<file path="config.mk">
export PLATFORM = sky130hd
export DESIGN_NAME = density_probe_arbiter_flat
export DESIGN_NICKNAME = d
export VERILOG_FILES = /design/src/rtl/density_probe_arbiter_if.sv /design/src/rtl/density_probe_arbiter.sv /design/src/flat_wrapper.sv
export SDC_FILE = /design/constraint.sdc
export NUM_CORES = 1
export LEC_CHECK = 0
export ABC_AREA = 1
export ABC_CLOCK_PERIOD_IN_PS = 3700
export CAP_MARGIN = 10
export CORE_MARGIN = 5
export CORE_UTILIZATION = 61
export DETAILED_ROUTE_END_ITERATION = 10
export PLACE_DENSITY = 0.85
export SETUP_SLACK_MARGIN = 0.3
export SLEW_MARGIN = 5
export SYNTH_ARGS = -nofsm -noshare
export SYNTH_HDL_FRONTEND = slang
export SYNTH_SLANG_ARGS = --single-unit
</file>
<file path="constraint.sdc">
create_clock -name clk -period 3.7 [get_ports clk]
set_input_delay 0.37 -clock clk [delete_from_list [all_inputs] [get_ports clk]]
set_output_delay 0.37 -clock clk [all_outputs]
set_load 0.005 [all_outputs]
</file>
<file path="src/rtl/density_probe_arbiter_if.sv">
// density_probe_arbiter_if: request/grant bus between the four probe
// requesters, the arbiter and the density probe engine.
//   req, req_rate           requester levels and per-requester rate codes
//   grant, done             one-hot owner and one-cycle completion pulse
//   result_success/timeout  outcome of the last finished probe
//   busy                    arbiter is not idle
//   probe_start/rate/enable commands to the probe engine
//   probe_complete/success  probe engine result
// slave modport: the arbiter. master modport: requesters and probe engine.
interface density_probe_arbiter_if;
    logic [3:0] req;
    logic [7:0] req_rate;
    logic [3:0] grant;
    logic [3:0] done;
    logic       result_success;
    logic       result_timeout;
    logic       busy;
    logic       probe_start;
    logic [1:0] probe_rate;
    logic       probe_enable;
    logic       probe_complete;
    logic       probe_success;

    modport slave (
        input  req, req_rate, probe_complete, probe_success,
        output grant, done, result_success, result_timeout, busy,
               probe_start, probe_rate, probe_enable
    );

    modport master (
        output req, req_rate, probe_complete, probe_success,
        input  grant, done, result_success, result_timeout, busy,
               probe_start, probe_rate, probe_enable
    );
endinterface

</file>
<file path="src/rtl/density_probe_arbiter.sv">
// density_probe_arbiter: shares one density probe engine among four
// requesters with round-robin selection, a post-probe guard gap so the DPLL
// re-settles, and a watchdog / cancel abort path.
//   clk     system clock
//   reset   synchronous, active-high
//   enable  block enable; low forces IDLE
//   bus     density_probe_arbiter_if.slave (requests, grant/done, results,
//           probe engine command and status)
// All outputs are registered.
module density_probe_arbiter #(
    parameter int GUARD_CYCLES    = 1024,
    parameter int WATCHDOG_CYCLES = 8000000
) (
    input  logic                          clk,
    input  logic                          reset,
    input  logic                          enable,
    density_probe_arbiter_if.slave        bus
);
    typedef enum logic [1:0] {S_IDLE, S_ISSUE, S_BUSY, S_ABORT} state_e;

    localparam int            GW         = (GUARD_CYCLES > 0) ? $clog2(GUARD_CYCLES + 1) : 1;
    localparam logic [GW-1:0] GUARD_LOAD = GW'(GUARD_CYCLES);
    localparam logic [23:0]   WD_LAST    = 24'(WATCHDOG_CYCLES - 1);

    state_e        state_q, state_d;
    logic [3:0]    grant_q, grant_d;
    logic [3:0]    done_q, done_d;
    logic [1:0]    ptr_q, ptr_d;
    logic [1:0]    probe_rate_q, probe_rate_d;
    logic [GW-1:0] guard_q, guard_d;
    logic [23:0]   wd_q, wd_d;
    logic          result_success_q, result_success_d;
    logic          result_timeout_q, result_timeout_d;
    logic          busy_q, busy_d;
    logic          probe_start_q, probe_start_d;
    logic          probe_enable_q, probe_enable_d;

    logic          pick_vld;
    logic [1:0]    pick_idx;
    logic          owner_req;

    // Round-robin: first set request scanning from ptr+1 upward. The 2-bit
    // sum wraps mod 4, so the last owner is scanned last and loses to any
    // other pending requester.
    always_comb begin
        pick_vld = 1'b0;
        pick_idx = ptr_q;
        for (int k = 1; k <= 4; k++) begin
            if (!pick_vld && bus.req[ptr_q + 2'(k)]) begin
                pick_vld = 1'b1;
                pick_idx = ptr_q + 2'(k);
            end
        end
    end

    assign owner_req = |(bus.req & grant_q);

    always_comb begin
        state_d          = state_q;
        grant_d          = grant_q;
        done_d           = '0;
        ptr_d            = ptr_q;
        probe_rate_d     = probe_rate_q;
        guard_d          = guard_q;
        wd_d             = wd_q;
        result_success_d = result_success_q;
        result_timeout_d = result_timeout_q;
        probe_start_d    = 1'b0;

        if (!enable) begin
            state_d = S_IDLE;
            grant_d = '0;
            guard_d = GUARD_LOAD;
        end else begin
            case (state_q)
                S_IDLE: begin
                    if (guard_q != '0) begin
                        guard_d = guard_q - GW'(1);
                    end else if (pick_vld) begin
                        grant_d      = 4'b0001 << pick_idx;
                        ptr_d        = pick_idx;
                        probe_rate_d = bus.req_rate[{pick_idx, 1'b0} +: 2];
                        state_d      = S_ISSUE;
                    end
                end
                S_ISSUE: begin
                    probe_start_d = 1'b1;
                    wd_d          = '0;
                    state_d       = S_BUSY;
                end
                S_BUSY: begin
                    wd_d = wd_q + 24'd1;
                    // Completion beats cancel, which beats the watchdog.
                    if (bus.probe_complete) begin
                        result_success_d = bus.probe_success;
                        result_timeout_d = 1'b0;
                        done_d           = grant_q;
                        grant_d          = '0;
                        guard_d          = GUARD_LOAD;
                        state_d          = S_IDLE;
                    end else if (!owner_req) begin
                        state_d = S_ABORT;
                    end else if (wd_q == WD_LAST) begin
                        result_timeout_d = 1'b1;
                        result_success_d = 1'b0;
                        done_d           = grant_q;
                        state_d          = S_ABORT;
                    end
                end
                S_ABORT: begin
                    grant_d = '0;
                    guard_d = GUARD_LOAD;
                    state_d = S_IDLE;
                end
                default: state_d = S_IDLE;
            endcase
        end

        busy_d = (state_d != S_IDLE);
        // The abort pulse lands the cycle after ABORT, with the grant clear.
        probe_enable_d = enable && (state_q != S_ABORT);
    end

    always_ff @(posedge clk) begin
        if (reset) begin
            state_q          <= S_IDLE;
            grant_q          <= '0;
            done_q           <= '0;
            ptr_q            <= 2'd3;
            probe_rate_q     <= 2'b10;
            guard_q          <= '0;
            wd_q             <= '0;
            result_success_q <= 1'b0;
            result_timeout_q <= 1'b0;
            busy_q           <= 1'b0;
            probe_start_q    <= 1'b0;
            probe_enable_q   <= 1'b0;
        end else begin
            state_q          <= state_d;
            grant_q          <= grant_d;
            done_q           <= done_d;
            ptr_q            <= ptr_d;
            probe_rate_q     <= probe_rate_d;
            guard_q          <= guard_d;
            wd_q             <= wd_d;
            result_success_q <= result_success_d;
            result_timeout_q <= result_timeout_d;
            busy_q           <= busy_d;
            probe_start_q    <= probe_start_d;
            probe_enable_q   <= probe_enable_d;
        end
    end

    assign bus.grant          = grant_q;
    assign bus.done           = done_q;
    assign bus.result_success = result_success_q;
    assign bus.result_timeout = result_timeout_q;
    assign bus.busy           = busy_q;
    assign bus.probe_start    = probe_start_q;
    assign bus.probe_rate     = probe_rate_q;
    assign bus.probe_enable   = probe_enable_q;
endmodule

</file>
<file path="src/flat_wrapper.sv">
// flat-port wrapper written by rule: the top's interface ports become plain ports
module density_probe_arbiter_flat 
#(
    parameter int GUARD_CYCLES    = 1024,
    parameter int WATCHDOG_CYCLES = 8000000
)
  (clk, reset, enable, bus_req, bus_req_rate, bus_probe_complete, bus_probe_success, bus_grant, bus_done, bus_result_success, bus_result_timeout, bus_busy, bus_probe_start, bus_probe_rate, bus_probe_enable);
  density_probe_arbiter_if bus_i ();
  input  logic clk;
  input  logic reset;
  input  logic enable;
  input wire logic [$bits(bus_i.req)-1:0] bus_req;
  input wire logic [$bits(bus_i.req_rate)-1:0] bus_req_rate;
  input wire logic [$bits(bus_i.probe_complete)-1:0] bus_probe_complete;
  input wire logic [$bits(bus_i.probe_success)-1:0] bus_probe_success;
  output wire logic [$bits(bus_i.grant)-1:0] bus_grant;
  output wire logic [$bits(bus_i.done)-1:0] bus_done;
  output wire logic [$bits(bus_i.result_success)-1:0] bus_result_success;
  output wire logic [$bits(bus_i.result_timeout)-1:0] bus_result_timeout;
  output wire logic [$bits(bus_i.busy)-1:0] bus_busy;
  output wire logic [$bits(bus_i.probe_start)-1:0] bus_probe_start;
  output wire logic [$bits(bus_i.probe_rate)-1:0] bus_probe_rate;
  output wire logic [$bits(bus_i.probe_enable)-1:0] bus_probe_enable;
  assign bus_i.req = bus_req;
  assign bus_i.req_rate = bus_req_rate;
  assign bus_i.probe_complete = bus_probe_complete;
  assign bus_i.probe_success = bus_probe_success;
  assign bus_grant = bus_i.grant;
  assign bus_done = bus_i.done;
  assign bus_result_success = bus_i.result_success;
  assign bus_result_timeout = bus_i.result_timeout;
  assign bus_busy = bus_i.busy;
  assign bus_probe_start = bus_i.probe_start;
  assign bus_probe_rate = bus_i.probe_rate;
  assign bus_probe_enable = bus_i.probe_enable;
  density_probe_arbiter #(.GUARD_CYCLES(GUARD_CYCLES), .WATCHDOG_CYCLES(WATCHDOG_CYCLES)) u_core (.clk(clk), .reset(reset), .enable(enable), .bus(bus_i));
endmodule
</file>
### Word level (Yosys, flattened, before mapping)

Index checks and enable logic that the tools add are counted.

* bits in registers: 54
* bits of input ports: 17
* output and inout bits: 15
* word-level logic and storage cells: 105

* add/subtract/negate cells: 5
* magnitude comparators: 4
* equal/unequal tests: 12
* shift operators: 2
* multiplexer cells: 42
* bitwise operators: 4
* reduce and logical (&&, ||, !) cells: 23

Operator list (count)
* $pmux 24 s2: 1
* $mux 11: 3
* $pmux 11 s3: 1
* $add 24x1->24 const B: 1
* $eq 24x23->1 const B: 1
* $mux 4: 6
* $mux 2: 10
* $mux 1: 15
* $lt 2x3->1 const B: 4
* $pmux 4 s3: 1
* $reduce_and 4->1: 3
* $reduce_bool 11->1: 1
* $sub 11x1->11 const B: 1
* $bmux 1 s2: 4
* $pmux 2 s4: 1
* $reduce_bool 2->1: 4
* $shiftx 8x4->2: 1
* $ne 2x2->1 const B: 3
* $reduce_and 3->1: 2
* $add 2x2->2 const B: 2
* $and 4x4->4: 1
* $eq 2x2->1 const B: 2
* $logic_and 1x1->1: 4
* $ne 2x1->1 const B: 2
* 14 further kinds: 18

### Longest topological paths before layout

* depth in word-level cells: 18
* depth in mapped cells: 15
* gate-level depth less buffers: 15

### Worst setup path before layout

OpenSTA, ideal clock, no wires.

* kind: register to register
* from: register u_core.state_q[1]
* to: register u_core.wd_q[18]
* library setup time: 0.079 ns
* data arrival time: 1.554 ns
* required time: 3.621 ns
* path slack: 2.066 ns
* stages on the path, launching flop included: 11
* buffers on the path: 0
* cell sequence: dfxtp_1 > inv_1 > ha_1 > nand2_2 > nor3_4 > nand2_2 > nor2_2 > nand2_1 > nor2_2 > a21oi_1 > a211oi_2

* longest elaborated chain between the ends: 3
* elaborated cells between the ends (all ways): 5

Ends and longest elaborated chain
* start, declared: RTL line density_probe_arbiter.sv:25 `state_e state_q, state_d;`
* start signal, assigned: RTL line density_probe_arbiter.sv:139 `state_q <= state_d;`
* $eq 2x1->1 / $eq 2x2->1 (equally long branches): RTL line density_probe_arbiter.sv:75 `case (state_q)`
* $reduce_bool 2->1 (no source line)
* $reduce_and 2->1 (no source line)
* end signal, assigned: RTL line density_probe_arbiter.sv:145 `wd_q <= wd_d;`
* end, declared: RTL line density_probe_arbiter.sv:31 `logic [23:0] wd_q, wd_d;`

Parallel ways exist; a longest one is shown, timed or not.
A chain may end at the register's enable or synchronous reset.

### Worst setup path in the final report

* from: register u_core.state_q[0]
* to: register u_core.wd_q[7]

Same word-level chain as after synthesis.

==> tab_implementation.tex <==
\begin{tabular}{lr}
\hline
Metric & Value \\
\hline
\multicolumn{2}{l}{\textbf{Run status}} \\
\quad Status & finished, final reports clean \\
\multicolumn{2}{l}{\textbf{Routing}} \\
\quad Drt wl/cell & 12.3 um \\
\quad Vias post-DR & between 2000 and 3000 \\
\quad Number of iterations in the first detailed-routing pass & 5 \\
\quad Starting DRC count in detailed routing & 263 \\
\quad Antenna Nets Post-Route & 0 \\
\quad DR DRC count & 0 \\
\quad Total Routed Length & 6780 um \\
\quad DR vias/cell & 5.33 \\
\multicolumn{2}{l}{\textbf{Critical path}} \\
\quad Kind of cell adding the most delay to the critical path & compound AO/OA/AOI/OAI gates \\
\quad Crit path cell chain & inv\_1 -> ha\_1 -> nand2\_2 -> inv\_1 -> a21oi\_2 -> inv\_1 -> a21oi\_1 -> o21a\_1 \\
\quad Worst path required time & 3.97 ns \\
\quad CP max stage delay & slightly below 0.6 ns \\
\quad Critical Path Most Common Cell & sky130\_fd\_sc\_hd\_\_inv\_1 \\
\quad Stages on worst setup path & 8 \\
\quad CP Max Fanout & 16 \\
\quad Number of cells traversed by the worst register-to-register path & 8 \\
\quad Critical path start-end classification & reg -> reg \\
\quad Kind of launch point of the worst setup path & flip-flop \\
\quad Worst setup EP type & flip-flop \\
\quad Crit path buffers/inverters & 3 \\
\quad Worst path arrival time & 2.64 ns \\
\quad Slowest cell on the critical path & sky130\_fd\_sc\_hd\_\_a21oi\_2 \\
\multicolumn{2}{l}{\textbf{Layout}} \\
\quad Ant diodes & 0 \\
\quad Leading cell type in the layout, fill and taps excluded & sky130\_fd\_sc\_hd\_\_nand2\_1 \\
\quad Net total in the final layout & 507 \\
\quad Area growth syn-to-layout & 16.1\% \\
\quad Layout cells sized above 1 & 11.8\% \\
\quad Number of fill cells in the layout & 384 \\
\quad Most used cells in the layout excluding fill and tap cells & sky130\_fd\_sc\_hd\_\_nand2\_1 (91), sky130\_fd\_sc\_hd\_\_inv\_1 (56), sky130\_fd\_sc\_hd\_\_dfxtp\_1 (54) \\
\multicolumn{2}{l}{\textbf{Placement}} \\
\quad Final estimated routing congestion in global placement & 0.909 \\
\quad Number of port buffers & 31 \\
\quad Post-DP HPWL & 5120 um \\
\multicolumn{2}{l}{\textbf{STA}} \\
\quad Total Negative Setup Slacks & 0 ns \\
\quad Unrepaired setup endpoints after global routing & false \\
\quad Max-slew violation count & 0 \\
\quad Final setup fails & 0 \\
\quad Max transition margin & 53.7\% \\
\quad Clock period minus final worst setup slack & 2.37 ns \\
\quad Crit share post-route & between 60 and 70\% \\
\quad Transition time of the tightest slew-check pin & a little under 0.7 ns \\
\quad Highest clock rate & 421 MHz \\
\quad Layout Skew & around 0.0074 ns \\
\quad Final Hold Vio Count & 0 \\
\multicolumn{2}{l}{\textbf{Synth}} \\
\quad Number of enable-type register cells in the synthesized netlist & 0 \\
\quad Synth Net Count & 472 \\
\quad Synthesized instance count & 449 \\
\quad Share of async-settable or async-resettable flops after synthesis & 0\% \\
\quad Synthesized area & a little over 3000 sq um \\
\quad Mean instance size in the synthesized netlist & 6.80 sq um \\
\quad Post-synthesis cell type count & 38 \\
\quad Synth Warn \# & 0 \\
\quad Share of synthesized area occupied by flip-flops and latches & 35.4\% \\
\quad Main flop type after synthesis & sky130\_fd\_sc\_hd\_\_dfxtp\_1 \\
\quad Register bit count reported by yosys & 54 \\
\multicolumn{2}{l}{\textbf{Clocking}} \\
\quad Clk buf depth & 2 \\
\quad Cts repair resizes & 0 \\
\quad Number of clock sinks & 54 \\
\quad Clock Latency Late Sink & 0.32 ns \\
\quad Post-CTS Setup Inserts & 0 \\
\quad H-tree levels & 2 \\
\quad Number of buffers inserted for hold repair after clock tree synthesis & 0 \\
\quad Clock tree from TritonCTS & built \\
\quad Master cell of the clock root buffer & sky130\_fd\_sc\_hd\_\_clkbuf\_8 \\
\quad Post-CTS clock slew at the launch and capture registers of the worst setup and hold paths & $\sim$0.1 ns \\
\quad TritonCTS buffer count & 5 \\
\multicolumn{2}{l}{\textbf{Floorplanning}} \\
\quad Starting density of the core & 63.8\% \\
\quad Overall die area & 6520 sq um \\
\quad Overall die height & 80.7 um \\
\quad Core region area & 4790 sq um \\
\quad Boundary pin count & 32 \\
\quad Number of cell rows & 25 \\
\quad Die extent in x & 80.7 um \\
\multicolumn{2}{l}{\textbf{Global routing}} \\
\quad Global-route wire length before repair & 11800 um \\
\quad Number of antenna violations at the first check in global routing & 0 \\
\quad GRT Util Overall & 22.6\% \\
\quad Pin count of the biggest net entering global routing & 19 \\
\quad Residual overflow from global routing & 0 \\
\quad Number of global-route vias before repair & roughly 2700 \\
\multicolumn{2}{l}{\textbf{Hold path}} \\
\quad Hold Crit Class & reg -> reg \\
\quad Cell depth of the worst hold path & 2 \\
\multicolumn{2}{l}{\textbf{Pwr}} \\
\quad Leakage dissipation & 0.00149 uW \\
\quad Peak supply drop & 0.676 mV \\
\quad Power consumption & 2750 uW \\
\quad Power density cells & 777 nW/um\^{}2 \\
\multicolumn{2}{l}{\textbf{Flow run}} \\
\quad Count of max-cap constraint violations & 0 \\
\hline
\end{tabular}
[worst min-delay path, stage by stage, from the launching register on]
cell	delay (ns)
sky130_fd_sc_hd__dfxtp_1	0.34
sky130_fd_sc_hd__inv_1	0.05
sky130_fd_sc_hd__a21oi_1	0.05
[where the power goes]
group	leakage, uW	switching [uW]	internal, uW
sequential	0.000438	96.4	677
clock	0.0000587	206	205
combinational	0.000993	1010	563
total	0.00149	1310	1450
[cells by family (layout without fill, tap and decap cells)]
| logic type | Yosys count | in the layout | synth area share, % |
|---|---|---|---|
| buffers and inverters | 69 | 105 | 8.85 |
| AO/OA/AOI/OAI | 72 | 72 | 13.5 |
| AND/OR/NAND/NOR | 244 | 244 | 38.6 |
| adder cells (fa/ha/maj) | 6 | 6 | 2.46 |
| XOR/XNOR | 4 | 4 | 1.15 |
| flip-flops | 54 | 54 | 35.4 |
[through the flow]
stage | instances | worst slack, ns | area, sq um | util (%) | hold WS, ns
5_1_grt | 552 | 1.06 | 3540 | 74.0 | 0.501
3_5_place_dp | 544 | 1.20 | 3430 | 71.6 | 0.453
3_3_place_gp | 544 | 1.29 | 3430 | 71.6 | 0.448
4_1_cts | 552 | 1.34 | 3540 | 74.0 | 0.469
2_1_floorplan | 449 | 2.07 | 3050 | - | 0.439
6_report | 552 | 1.33 | 3540 | 74.0 | 0.470
[path summary, 6_finish.rpt]
| path | slack, ns | to | from |
|---|---|---|---|
| worst min register to register | 0.47 | u_core.bus.result_timeout | u_core.bus.result_timeout |
| worst max register to register | 1.33 | u_core.wd_q[7] | u_core.state_q[0] |
| worst max-delay path | 1.33 | u_core.wd_q[7] | u_core.state_q[0] |
| worst min-delay path | 0.47 | u_core.bus.result_timeout | u_core.bus.result_timeout |
[synthesized netlist by cell type, drive strengths merged (2+ instances only)]
| master | number | area share [%] |
|---|---|---|
| nand2 | 114 | 17 |
| inv | 65 | 8.1 |
| dfxtp | 54 | 35 |
| nor2 | 52 | 7.5 |
| nand3 | 48 | 8.4 |
| a21oi | 39 | 6.5 |
| o21ai | 20 | 3.4 |
| nor3 | 14 | 2.7 |
| nand4 | 11 | 2.3 |
| ha | 6 | 2.5 |
| o21a | 4 | 0.98 |
| xor2 | 3 | 0.86 |
| a211oi | 2 | 0.66 |
| a221oi | 2 | 0.57 |
| a22o | 2 | 0.57 |
| buf | 2 | 0.53 |
| nand3b | 2 | 0.49 |
| nor4 | 2 | 0.41 |
[metal layers]
metal	global-route usage, %	wire [um]
met5	0	0
met4	6.93	108
met3	4.21	447
met2	34.9	2930
met1	32.1	3290
[flip-flops by register name (all words and copies together) (netlist names), 2 cells and up]
signal / cells
u_core.wd_q: 24
u_core.guard_q: 11
u_core.bus.done: 4
u_core.bus.grant: 4
u_core.bus.probe_rate: 2
u_core.ptr_q: 2
u_core.state_q: 2
[final cells by class]
cell class                      instances  area [sq um]  share of cell area [%]
Multi-Input combinational cell        326          1700                    48.0
Sequential cell                        54          1080                    30.5
Timing Repair Buffer                   31           310                    8.76
Inverter                               66           250                    7.06
Tap cell                               67          83.8                    2.37
Clock buffer                            5          68.8                    1.94
Clock inverter                          3          47.5                    1.34
Note: power is estimated with default switching activity, not from simulation.
